`config.mk`:
```
export PLATFORM = sky130hd
export DESIGN_NAME = queue_controller_flat
export DESIGN_NICKNAME = d
export VERILOG_FILES = /design/src/rtl/queue_pkg.sv /design/src/rtl/queue_controller_if.sv /design/src/rtl/queue_controller_row_decoder.sv /design/src/rtl/queue_controller.sv /design/src/flat_wrapper.sv
export SDC_FILE = /design/constraint.sdc
export NUM_CORES = 1
export LEC_CHECK = 0
export CORE_ASPECT_RATIO = 0.75
export CORE_MARGIN = 5
export CORE_UTILIZATION = 32
export DETAILED_ROUTE_END_ITERATION = 7
export DONT_BUFFER_PORTS = 1
export GPL_TIMING_DRIVEN = 0
export HOLD_SLACK_MARGIN = 0.08
export PLACE_DENSITY_LB_ADDON = 0.3
export SLEW_MARGIN = 5
export SYNTH_ARGS = -nofsm -noshare
export SYNTH_HDL_FRONTEND = slang
export SYNTH_SLANG_ARGS = --single-unit
export TNS_END_PERCENT = 50
```
`constraint.sdc`:
```
create_clock -name Clk -period 5.8 [get_ports Clk]
set_clock_uncertainty 0.1 [all_clocks]
set_input_delay 0.87 -clock Clk [delete_from_list [all_inputs] [get_ports Clk]]
set_output_delay 0.87 -clock Clk [all_outputs]
set_load 0.005 [all_outputs]
```
`src/rtl/queue_pkg.sv`:
```
// Shared types, default geometry and one-hot helper for the queue controller.
package queue_pkg;

  typedef enum logic [1:0] {IDLE, SETUP, STROBE, HOLD} wr_state_t;

  localparam int unsigned DEF_NUM_OF_BIT  = 4;
  localparam int unsigned DEF_NUM_OF_WORD = 8;
  localparam int unsigned MAX_WORDS       = 64;
  localparam int unsigned MAX_PTR_W       = 6;

  function automatic logic [MAX_WORDS-1:0] onehot(input logic [MAX_PTR_W-1:0] idx);
    onehot      = '0;
    onehot[idx] = 1'b1;
  endfunction

endpackage

```
`src/rtl/queue_controller_if.sv`:
```
// User-side push/pop handshake bundle of the queue controller.
interface queue_controller_if #(
  parameter int unsigned numOfBit  = 4,
  parameter int unsigned numOfWord = 8
);
  localparam int unsigned ptrW = $clog2(numOfWord);

  logic                Push;
  logic [numOfBit-1:0] PushData;
  logic                PushReady;
  logic                Pop;
  logic [numOfBit-1:0] PopData;
  logic                Empty;
  logic                Full;
  logic [ptrW:0]       Count;

  modport master (
    output Push, PushData, Pop,
    input  PushReady, PopData, Empty, Full, Count
  );

  modport slave (
    input  Push, PushData, Pop,
    output PushReady, PopData, Empty, Full, Count
  );
endinterface

```
`src/rtl/queue_controller_row_decoder.sv`:
```
// Binary pointer to one-hot row select; all zeros when disabled.
module row_decoder
  import queue_pkg::*;
#(
  parameter  int unsigned numOfWord = DEF_NUM_OF_WORD,
  localparam int unsigned ptrW      = $clog2(numOfWord)
) (
  input  logic [ptrW-1:0]      ptr,
  input  logic                 en,
  output logic [numOfWord-1:0] row_c
);

  assign row_c = en ? numOfWord'(onehot(MAX_PTR_W'(ptr))) : '0;

endmodule

```
`src/rtl/queue_controller.sv`:
```
// Queue sequencer: pointers, occupancy and three-phase cell write timing.
// Optional sticky Overflow/Underflow ports under QUEUE_CTRL_ERR_FLAGS_EN.
module queue_controller
  import queue_pkg::*;
#(
  parameter  int unsigned numOfBit  = DEF_NUM_OF_BIT,
  parameter  int unsigned numOfWord = DEF_NUM_OF_WORD,
  localparam int unsigned ptrW      = $clog2(numOfWord),
  localparam int unsigned cntW      = ptrW + 1
) (
  input  logic                          Clk,
  input  logic                          Rst_n,
  queue_controller_if.slave             bus,
  output logic [numOfWord-1:0]          RowSelect,
  output logic                          WriteEn,
  output logic [numOfBit-1:0]           CellDataIn,
  input  logic [numOfWord*numOfBit-1:0] CellDataOut
`ifdef QUEUE_CTRL_ERR_FLAGS_EN
  ,
  output logic                          Overflow,
  output logic                          Underflow
`endif
);

  wr_state_t           state, state_nxt;
  logic [ptrW-1:0]     wr_ptr, rd_ptr;
  logic [cntW-1:0]     count, count_nxt;
  logic                empty, full;
  logic                push_acc, pop_acc, commit;
  logic                row_en;
  logic [numOfWord-1:0] row_nxt;

  assign bus.Count     = count;
  assign bus.Empty     = empty;
  assign bus.Full      = full;
  assign bus.PushReady = (state == IDLE) && (count < cntW'(numOfWord));
  assign bus.PopData   = CellDataOut[rd_ptr*numOfBit +: numOfBit];

  assign push_acc = bus.Push && bus.PushReady;
  assign pop_acc  = bus.Pop && !empty;
  assign commit   = (state == HOLD);

  // Next-state and next-count; the in-flight word is counted only at commit.
  always_comb begin
    state_nxt = state;
    count_nxt = count + cntW'(commit) - cntW'(pop_acc);
    unique case (state)
      IDLE:    if (push_acc) state_nxt = SETUP;
      SETUP:   state_nxt = STROBE;
      STROBE:  state_nxt = HOLD;
      HOLD:    state_nxt = IDLE;
      default: state_nxt = IDLE;
    endcase
  end

  // wr_ptr only moves on HOLD->IDLE, where the decoder is disabled anyway.
  assign row_en = (state_nxt != IDLE);

  row_decoder #(.numOfWord(numOfWord)) u_row_decoder (
    .ptr   (wr_ptr),
    .en    (row_en),
    .row_c (row_nxt)
  );

  always_ff @(posedge Clk) begin
    if (!Rst_n) begin
      state      <= IDLE;
      wr_ptr     <= '0;
      rd_ptr     <= '0;
      count      <= '0;
      empty      <= 1'b1;
      full       <= 1'b0;
      RowSelect  <= '0;
      WriteEn    <= 1'b0;
      CellDataIn <= '0;
    end else begin
      state     <= state_nxt;
      count     <= count_nxt;
      empty     <= (count_nxt == '0);
      full      <= (count_nxt == cntW'(numOfWord));
      RowSelect <= row_nxt;
      WriteEn   <= (state_nxt == STROBE);
      if (push_acc) CellDataIn <= bus.PushData;
      if (commit)   wr_ptr     <= wr_ptr + ptrW'(1);
      if (pop_acc)  rd_ptr     <= rd_ptr + ptrW'(1);
    end
  end

`ifdef QUEUE_CTRL_ERR_FLAGS_EN
  // Sticky illegal-request flags, cleared only by reset.
  always_ff @(posedge Clk) begin
    if (!Rst_n) begin
      Overflow  <= 1'b0;
      Underflow <= 1'b0;
    end else begin
      if (bus.Push && !bus.PushReady && full) Overflow  <= 1'b1;
      if (bus.Pop && empty)                   Underflow <= 1'b1;
    end
  end
`endif

endmodule

```
`src/flat_wrapper.sv`:
```
// flat-port wrapper written by rule: the top's interface ports become plain ports
module queue_controller_flat import queue_pkg::*;
#(
  parameter  int unsigned numOfBit  = DEF_NUM_OF_BIT,
  parameter  int unsigned numOfWord = DEF_NUM_OF_WORD,
  localparam int unsigned ptrW      = $clog2(numOfWord),
  localparam int unsigned cntW      = ptrW + 1
)
  (Clk, Rst_n, RowSelect, WriteEn, CellDataIn, CellDataOut, bus_Push, bus_PushData, bus_Pop, bus_PushReady, bus_PopData, bus_Empty, bus_Full, bus_Count);
  queue_controller_if #(.numOfBit(numOfBit), .numOfWord(numOfWord)) bus_i ();
  input  logic Clk;
  input  logic Rst_n;
  output logic [numOfWord-1:0] RowSelect;
  output logic WriteEn;
  output logic [numOfBit-1:0] CellDataIn;
  input  logic [numOfWord*numOfBit-1:0] CellDataOut;
  input wire logic [$bits(bus_i.Push)-1:0] bus_Push;
  input wire logic [$bits(bus_i.PushData)-1:0] bus_PushData;
  input wire logic [$bits(bus_i.Pop)-1:0] bus_Pop;
  output wire logic [$bits(bus_i.PushReady)-1:0] bus_PushReady;
  output wire logic [$bits(bus_i.PopData)-1:0] bus_PopData;
  output wire logic [$bits(bus_i.Empty)-1:0] bus_Empty;
  output wire logic [$bits(bus_i.Full)-1:0] bus_Full;
  output wire logic [$bits(bus_i.Count)-1:0] bus_Count;
  assign bus_i.Push = bus_Push;
  assign bus_i.PushData = bus_PushData;
  assign bus_i.Pop = bus_Pop;
  assign bus_PushReady = bus_i.PushReady;
  assign bus_PopData = bus_i.PopData;
  assign bus_Empty = bus_i.Empty;
  assign bus_Full = bus_i.Full;
  assign bus_Count = bus_i.Count;
  queue_controller #(.numOfBit(numOfBit), .numOfWord(numOfWord)) u_core (.Clk(Clk), .Rst_n(Rst_n), .bus(bus_i), .RowSelect(RowSelect), .WriteEn(WriteEn), .CellDataIn(CellDataIn), .CellDataOut(CellDataOut));
endmodule
```
==> results.txt, run 1 <==
Yosys cell types -> 29
drt via density -> 4.92
Period minus WS final -> 2640 ps
most frequent cells after synthesis -> 27 x dfxtp_1, 12 x nor2_1, 11 x ha_1
power density over the cells -> 418 nW/µm²
Synth Warn # -> 0
Synth top area share -> 37.6%
Critical Path Max Stage Delay -> 580 ps
hold_buf cts -> 0
wire per inst -> 15.6 µm
Hold WC Path Type -> reg -> reg
Critical Path Fanout Max -> 9
worst hold path endpoint -> u_core.CellDataIn[0]$_SDFFE_PN0P_
crit path DAT -> 1670 ps
I/O pin cnt -> 64
clock buffer count from CTS -> 3
register area share after synthesis -> 37.6%
global-route wire length before repair -> 4220 µm
worst skew pair latency -> 280 ps
number of flops mapped to enable cells by yosys -> 0
CP endpoint kind -> output port
row cnt -> 21
max-slew violations -> 0
Final Hold Fails -> 0
Post-synth ARST share -> 0%
Max VDD drop -> 0.243 mV
register-to-register setup slack -> 3490 ps
Hold Crit Start -> u_core.CellDataIn[0]$_SDFFE_PN0P_
Tcrit/Tclk final -> 45.5%
Residual DRC -> 0
number of I/O port buffers -> 0
Util after Layout -> 35.3%
predominant post-synthesis flop cell -> dfxtp_1
cell area after synthesis -> 1440 µm²
crit path from -> u_core.rd_ptr[0]$_SDFFE_PN0P_
Hold WS -> 431 ps
# setup viols final -> 0
ANT nets after route -> 0
WS Path Type -> reg -> out
RSZ-0062 raised after global routing -> no
ANT cells -> 0
Seq cells post-synth -> 27
slowest CP cell -> mux4_1
count leader, synth -> dfxtp_1
largest net degree at the start of global routing -> 16
register area -> 541 µm²
setup TNS -> 0 ps
Die Area -> 5950 µm²
layout cell share with drive strength beyond 1 -> 15.6%
Syn Nets -> 176
area of the multi-input gates -> 826 µm²
# Max-Cap Violations -> 0
fin nets -> 181
drt total wl -> 2900 µm
Mean Syn Cell Area -> 11.6 µm²
Vias -> 910
status -> completed
worst-case reg-to-reg path depth -> 9
core area -> 4410 µm²
die span in x -> 87.4 µm
CP Launch Type -> flop
CP bufs+invs -> 1
Die Y -> 68.1 µm
Starting Density -> 32.6%
clock sinks -> 27
WHS Path Cells -> 2
synthesis-to-finish area growth -> 8.17%
fillcell total -> 431
Required @ worst endpoint -> 4830 ps
grt total ovfl -> 0
# resized after CTS -> 0
post-detailed-placement half-perimeter wirelength -> 2320 µm
RR Startpoint -> u_core.bus.Empty$_SDFF_PN1_
root buf cell -> clkbuf_8
Final Wtd Congestion -> 0.731
initial drt markers -> 38
reg2reg end -> u_core.bus.Empty$_SDFF_PN1_
Clock Path Buffers -> 2
clock slew at reported path FFs -> 90 ps
crit-path cells -> buf_6 -> mux4_1 -> mux2_2
H-tree levels -> 1
Synth area leaders -> dfxtp_1 38%, mux4_1 15%, ha_1 9.6%
Pre-antenna DRT Iters -> 4
Synth Instances -> 124
Total GRT Usage -> 9.45%
vias in the first global route -> 844
delay-heaviest family, CP -> multiplexers
initial antenna violation count -> 0
postcts setup bufs -> 0
Synth area leader -> dfxtp_1
Slew headroom -> 68.7%
P_leak -> 0.619 nW
worst slew pin tran -> 469 ps
CTS tree -> yes
fmax -> 0.379 GHz
## how the worst max path moves through the flow
| stage | to | slack [ps] | cells past startpoint |
|---|---|---|---|
| 2_1_floorplan | u_core.bus.Empty$_SDFF_PN1_ | 3180 | 9 |
| 3_3_place_gp | u_core.bus.Empty$_SDFF_PN1_ | 3040 | 9 |
| 3_5_place_dp | u_core.bus.Empty$_SDFF_PN1_ | 2940 | 9 |
| 4_1_cts | bus_PopData[2] | 3160 | 3 |
| 5_1_grt | bus_PopData[2] | 3090 | 3 |
| 6_report | bus_PopData[2] | 3160 | 3 |
## kinds of logic after synthesis
group | count (synthesis) | synth area share (%)
AO/OA/AOI/OAI | 15 | 10.2
buffers and inverters | 17 | 5.04
XOR/XNOR | 6 | 3.65
flip-flops | 27 | 37.6
multiplexers | 18 | 21.9
adder cells (fa/ha/maj) | 12 | 11.0
AND/OR/NAND/NOR | 29 | 10.7
## tightest hold or removal path, cell delays in order, from the launching register on
cell,delay [ps]
dfxtp_1,360
mux2i_1,80
nor2_1,70
## through the flow
step,cells,worst slack (ps),power [mW],cell area (µm²)
floorplan,124,3180,0.493,1440
global placement,181,3040,0.534,1510
global route,185,3090,0.703,1560
finish,185,3160,0.650,1560
detailed placement,181,2940,0.549,1510
CTS,185,3160,0.658,1560
## registers in the layout, summed over array words and instances (netlist names)
signal,count
u_core.state,2
u_core.bus.Empty,1
u_core.rd_ptr,3
u_core.bus.Full,1
u_core.bus.Count,4
u_core.wr_ptr,3
u_core.WriteEn,1
u_core.CellDataIn,4
u_core.RowSelect,8
## cell type report
type / count / share of cell area, %
multi-input combinational: 80 / 53.1
sequential: 27 / 34.7
tap: 57 / 4.58
inverter: 13 / 3.14
clock buffer: 3 / 2.65
buffer: 4 / 1.53
clock inverter: 1 / 0.322
## placed cells by master (no fill, tap or decap), types with 3 or more instances in the layout
master,Yosys,layout
a21oi_1,7,7
xnor2_1,4,4
mux4_1,8,8
ha_1,11,11
inv_1,9,9
inv_2,4,4
a2111oi_2,3,3
mux2i_1,6,6
nand2_1,3,3
mux2_2,4,4
nor2_1,12,12
dfxtp_1,27,27
nand3_1,5,5
clkbuf_8,0,3
## layer usage
metal / vias to the layer above / share of wire, % / track usage, %
met5: - / 0 / 0
met4: 0 / 1.5 / 5.75
met3: 5 / 5.9 / 2.53
met2: 23 / 50 / 13.8
met1: 427 / 43 / 12.4
li1: 455 / - / -
## power by group
| part | internal [mW] | leakage, nW | switching, mW | total (mW) |
|---|---|---|---|---|
| Sequential | 0.225 | 0.220 | 0.0361 | 0.261 |
| Clock | 0.0482 | 0.0255 | 0.0608 | 0.109 |
| Combinational | 0.132 | 0.373 | 0.148 | 0.280 |
| Total | 0.406 | 0.619 | 0.245 | 0.650 |
No activity file was read; power rests on OpenSTA's default activity.
==> run 2, diff against run 1 <==
==> constraint.sdc (replaced) <==
create_clock -name Clk -period 2.1 [get_ports Clk]
set_clock_uncertainty 0.1 [all_clocks]
set_input_delay 0.315 -clock Clk [delete_from_list [all_inputs] [get_ports Clk]]
set_output_delay 0.315 -clock Clk [all_outputs]
set_load 0.005 [all_outputs]
==> results.txt, run 2 (synthesis results as in run 1) <==
Critical Path Fanout Max -> 5 (-4)
power density over the cells -> 1160 nW/µm² (+180%)
post-placement setup slack -> -228 ps (-3170 ps)
core area -> 4410 µm² (unchanged)
H-tree levels -> 1 (unchanged)
CTS tree -> yes
row cnt -> 21 (unchanged)
Final Wtd Congestion -> 0.731 (unchanged)
WS Path Type -> reg -> out
Die Area -> 5950 µm² (unchanged)
initial drt markers -> 60 (+58%)
Period minus WS final -> 2040 ps
worst setup path end -> bus_PopData[1]
max-slew violations -> 0 (unchanged)
CP Launch Type -> flop
drt total wl -> 3040 µm (+5.0%)
number of I/O port buffers -> 0 (unchanged)
Final Hold Fails -> 0 (unchanged)
# setup viols final -> 0 (unchanged)
WHS Path Cells -> 2 (unchanged)
Tcrit/Tclk final -> 97.2%
ANT nets after route -> 0 (unchanged)
Vias -> 951 (+4.5%)
vias in the first global route -> 883 (+4.6%)
most common cell after layout, fill and taps aside -> dfxtp_1
crit path from -> u_core.rd_ptr[0]$_SDFFE_PN0P_
fin nets -> 187 (+3.3%)
worst skew pair latency -> 270 ps (about the same)
CP endpoint kind -> output port
RSZ-0062 raised after global routing -> yes
layout cell share with drive strength beyond 1 -> 26.9% (+11 points)
final worst slack -> 57.9 ps (-3100 ps)
Max VDD drop -> 0.662 mV (+170%)
Layout Cells excl Fill -> 191 (+3.2%)
status -> completed
Comb pwr share -> 46.2% (+3.2 points)
Pre-antenna DRT Iters -> 4 (unchanged)
Clock Path Buffers -> 2 (unchanged)
Switch Pwr -> 0.715 mW (+190%)
most frequent cells in the layout -> 24 x dfxtp_1, 12 x nor2_1, 8 x ha_1
ANT cells -> 0 (unchanged)
root buf cell -> clkbuf_8
clock buffer count from CTS -> 3 (unchanged)
Int Pwr -> 1.21 mW (+200%)
die span in x -> 87.4 µm (unchanged)
global-route wire length before repair -> 4380 µm (+3.8%)
Slew headroom -> 68.3% (-0.41 points)
placed cell areas -> 1510 µm² (unchanged)
Die Y -> 68.1 µm (unchanged)
Residual DRC -> 0 (unchanged)
fmax -> 0.490 GHz
crit path DAT -> 1630 ps (-40 ps)
Hold WS -> 86.8 ps (-344 ps)
grt total ovfl -> 0 (unchanged)
I/O pin cnt -> 64 (unchanged)
Hold WC Path Type -> in -> reg
RR Startpoint -> u_core.bus.Empty$_SDFF_PN1_
Starting Density -> 32.6% (unchanged)
post-detailed-placement half-perimeter wirelength -> 2320 µm (unchanged)
Sw Share -> 37.2% (-0.41 points)
largest net degree at the start of global routing -> 16 (unchanged)
drt via density -> 4.98 (+1.2%)
Overall Power -> 1.92 mW (+200%)
reg2reg end -> u_core.bus.Empty$_SDFF_PN1_
register name with the most flops -> u_core.RowSelect
worst slew pin tran -> 475 ps (+6.21 ps)
fillcell total -> 435 (+0.93%)
register-to-register setup slack -> 80 ps (-3410 ps)
P_leak -> 0.647 nW (+4.5%)
Total GRT Usage -> 9.73% (+0.28 points)
Placed Cells -> 181 (unchanged)
clock sinks -> 27 (unchanged)
Seq pwr share -> 38.4% (-1.8 points)
clock slew at reported path FFs -> 90 ps (about the same)
initial antenna violation count -> 0 (unchanged)
max reg flops -> 8 (unchanged)
synthesis-to-finish area growth -> 14.7%
Required @ worst endpoint -> 1680 ps (-3150 ps)
worst-case reg-to-reg path depth -> 9 (unchanged)
final instance area -> 1650 µm² (+6.0%)
wire per inst -> 15.9 µm (+1.7%)
# Max-Cap Violations -> 0 (unchanged)
Clk pwr share -> 15.4% (-1.4 points)
run 2: cell count changes in the layout (fill, tap and decap cells not counted), sizes merged:
cell         delta
dlygate4sd3     +2
buf             +4
run 2: power by group through the flow:
| stage | Sequential, mW | Clock [mW] | Combinational [mW] |
|---|---|---|---|
| CTS | 0.742 | 0.310 | 0.801 |
| floorplan | 0.704 | 0 | 0.657 |
| detailed placement | 0.739 | 0 | 0.777 |
| global placement | 0.737 | 0 | 0.739 |
| finish | 0.739 | 0.296 | 0.887 |
| global route | 0.756 | 0.335 | 0.989 |
run 2: worst min-delay path by stage:
stage / startpoint / endpoint / slack, ps
after floorplan: Rst_n / u_core.bus.Empty$_SDFF_PN1_ / 290
after global placement: Rst_n / u_core.bus.Empty$_SDFF_PN1_ / 300
after detailed placement: Rst_n / u_core.bus.Empty$_SDFF_PN1_ / 310
after CTS: bus_PushData[1] / u_core.CellDataIn[1]$_SDFFE_PN0P_ / 90
after global routing: Rst_n / u_core.bus.Count[3]$_SDFF_PN0_ / 100
final: bus_PushData[1] / u_core.CellDataIn[1]$_SDFFE_PN0P_ / 90
run 2: per-layer routing:
metal / up-vias / GRT usage [%] / share of wire, %
li1: 463 / - / -
met1: 457 / 12.5 / 41
met2: 26 / 14.7 / 52
met3: 5 / 2.65 / 6.1
met4: 0 / 5.75 / 1.6
met5: - / 0 / 0
run 2: area by class of cell:
| class | instances | area (µm²) | share of cell area, % |
|---|---|---|---|
| multi-input cells | 80 | 860 | 52.1 |
| flip-flops and latches | 27 | 547 | 33.1 |
| well taps | 57 | 71.3 | 4.32 |
| inverters | 13 | 51.3 | 3.11 |
| repair buffers | 6 | 50.0 | 3.03 |
| clock buffers | 3 | 41.3 | 2.50 |
| plain buffers | 4 | 25.0 | 1.52 |
| clock inverters | 1 | 5.00 | 0.303 |
run 2: critical path, cell delays in order (launching register included):
cell and delay (ps):
dfxtp_2 360, buf_6 130, mux4_1 570, mux2_2 300
run 2: per-stage QoR:
step / TNS [ps] / util, %
2_1_floorplan: 0 / -
3_3_place_gp: -175 / 34.2
3_5_place_dp: -342 / 34.2
4_1_cts: 0 / 36.2
5_1_grt: -14.3 / 37.4
6_report: 0 / 37.4
run 2: timing repair:
action | CTS | global route
endpoints found under the setup margin | 2 | 5
pin swaps | 3 | 4
buffers inserted | 1 | 2
hold buffers | 2 | 0
gates resized for setup | 6 | 12
endpoints found under the hold margin | 5 | 0
gates cloned | 0 | 1
==> run 3, diff against run 2 <==
--- a/config.mk
+++ b/config.mk
@@ -7,7 +7,7 @@
 export LEC_CHECK = 0
 export CORE_ASPECT_RATIO = 0.75
 export CORE_MARGIN = 5
-export CORE_UTILIZATION = 32
+export CORE_UTILIZATION = 55
 export DETAILED_ROUTE_END_ITERATION = 7
 export DONT_BUFFER_PORTS = 1
 export GPL_TIMING_DRIVEN = 0
==> results.txt, run 3 (synthesis results as in run 1) <==
status -> completed
synthesis-to-finish area growth -> 14.8% (about the same)
Die Area -> 3750 µm² (-37%)
fin nets -> 192 (+2.7%)
vias in the first global route -> 922 (+4.4%)
H-tree levels -> 1 (unchanged)
ANT nets after route -> 0 (unchanged)
# setup viols final -> 0 (unchanged)
drt via density -> 5.69 (+14%)
CTS tree -> yes
clock slew at reported path FFs -> 150 ps (+60 ps)
Tcrit/Tclk final -> 99.4% (+2.2 points)
number of I/O port buffers -> 0 (unchanged)
Pre-antenna DRT Iters -> 4 (unchanged)
WS Path Type -> reg -> out
post-detailed-placement half-perimeter wirelength -> 2280 µm (-1.4%)
CP endpoint kind -> output port
clock buffer count from CTS -> 3 (unchanged)
Total GRT Usage -> 15.6% (+5.8 points)
ANT cells -> 0 (unchanged)
core area -> 2560 µm² (-42%)
largest net degree at the start of global routing -> 17 (+1)
# Max-Cap Violations -> 0 (unchanged)
Vias -> 995 (+4.6%)
die span in x -> 69.1 µm (-21%)
Die Y -> 54.3 µm (-20%)
crit path DAT -> 1670 ps (+40 ps)
CP Launch Type -> flop
register name with the most flops -> u_core.RowSelect
clock sinks -> 27 (unchanged)
power density over the cells -> 1160 nW/µm² (-0.42%)
drt total wl -> 3050 µm (+0.33%)
worst skew pair latency -> 330 ps (+60 ps)
max reg flops -> 8 (unchanged)
Clock Path Buffers -> 2 (unchanged)
Residual DRC -> 0 (unchanged)
Placed Cells -> 160 (-12%)
worst slew pin tran -> 459 ps (-16.4 ps)
Final Hold Fails -> 0 (unchanged)
P_leak -> 0.665 nW (+2.9%)
Final Wtd Congestion -> 0.719 (-1.7%)
Required @ worst endpoint -> 1680 ps (about the same)
root buf cell -> clkbuf_4
Max VDD drop -> 0.715 mV (+8.1%)
Hold WC Path Type -> in -> reg
layout cell share with drive strength beyond 1 -> 25.9% (-0.97 points)
row cnt -> 16 (-24%)
Starting Density -> 56.2% (+24 points)
grt total ovfl -> 0 (unchanged)
global-route wire length before repair -> 4550 µm (+3.9%)
initial antenna violation count -> 0 (unchanged)
most frequent cells in the layout -> 25 x dfxtp_1, 12 x nor2_1, 10 x ha_1
Critical Path Fanout Max -> 5 (unchanged)
setup TNS -> 0 ps (unchanged)
wire per inst -> 17.4 µm (+9.5%)
Overall Power -> 1.92 mW (-0.34%)
I/O pin cnt -> 64 (unchanged)
max-slew violations -> 0 (unchanged)
most common cell after layout, fill and taps aside -> dfxtp_1
initial drt markers -> 52 (-13%)
Slew headroom -> 69.4% (+1.1 points)
fmax -> 0.479 GHz (-2.2%)
RSZ-0062 raised after global routing -> yes
Layout Cells excl Fill -> 175 (-8.4%)
Period minus WS final -> 2090 ps (+45.4 ps)
[run 3: cell type report]
class / instances / area [µm²]
tap: 36 / 45.0
multi-input combinational: 80 / 838
clock inverter: 1 / 7.51
inverter: 13 / 48.8
clock buffer: 3 / 22.5
fill: 223 / 911
buffer: 4 / 28.8
timing repair buffer: 11 / 113
sequential: 27 / 548
[run 3: layer usage]
layer | track usage [%] | vias to the layer above | routed length (µm)
met5 | 0 | - | 0
met4 | 1.95 | 0 | 16
met3 | 6.61 | 5 | 238
met2 | 25.8 | 34 | 1520
met1 | 19.9 | 480 | 1270
li1 | - | 476 | -
[run 3: critical path: stages (launching register included)]
cell and delay (ps):
dfxtp_4 400, buf_8 120, mux4_1 540, mux2_4 290
[run 3: per-stage QoR]
stage	worst slack, ps	util, %	hold slack [ps]	instance area [µm²]
floorplan	31.3	-	286	1440
global placement	-132	57.9	298	1480
detailed placement	-183	57.9	291	1480
CTS	-21.3	62.2	127	1590
global route	-44.3	64.5	156	1650
finish	12.5	64.5	138	1650
[run 3: repair_timing]
item,4_1_cts,5_1_grt
hold buffers,5,0
pin swaps,3,2
setup buffers,2,3
resized for setup,6,10
setup endpoints to repair,6,6
gates cloned,0,1
endpoints found under the hold margin,9,0
[run 3: final timing paths]
path                                            end  slack (ps)                         startpoint  cells past startpoint
setup / recovery                     bus_PopData[1]          10      u_core.rd_ptr[0]$_SDFFE_PN0P_                      3
hold / removal        u_core.rd_ptr[2]$_SDFFE_PN0P_         140                            bus_Pop                      3
setup reg to reg        u_core.bus.Empty$_SDFF_PN1_          70        u_core.bus.Empty$_SDFF_PN1_                      8
hold reg to reg   u_core.CellDataIn[2]$_SDFFE_PN0P_         450  u_core.CellDataIn[2]$_SDFFE_PN0P_                      2
[run 3: power by group]
group	switching (mW)	total (mW)	internal, mW
registers	0.108	0.739	0.631
clock network	0.152	0.225	0.0729
logic	0.451	0.952	0.501
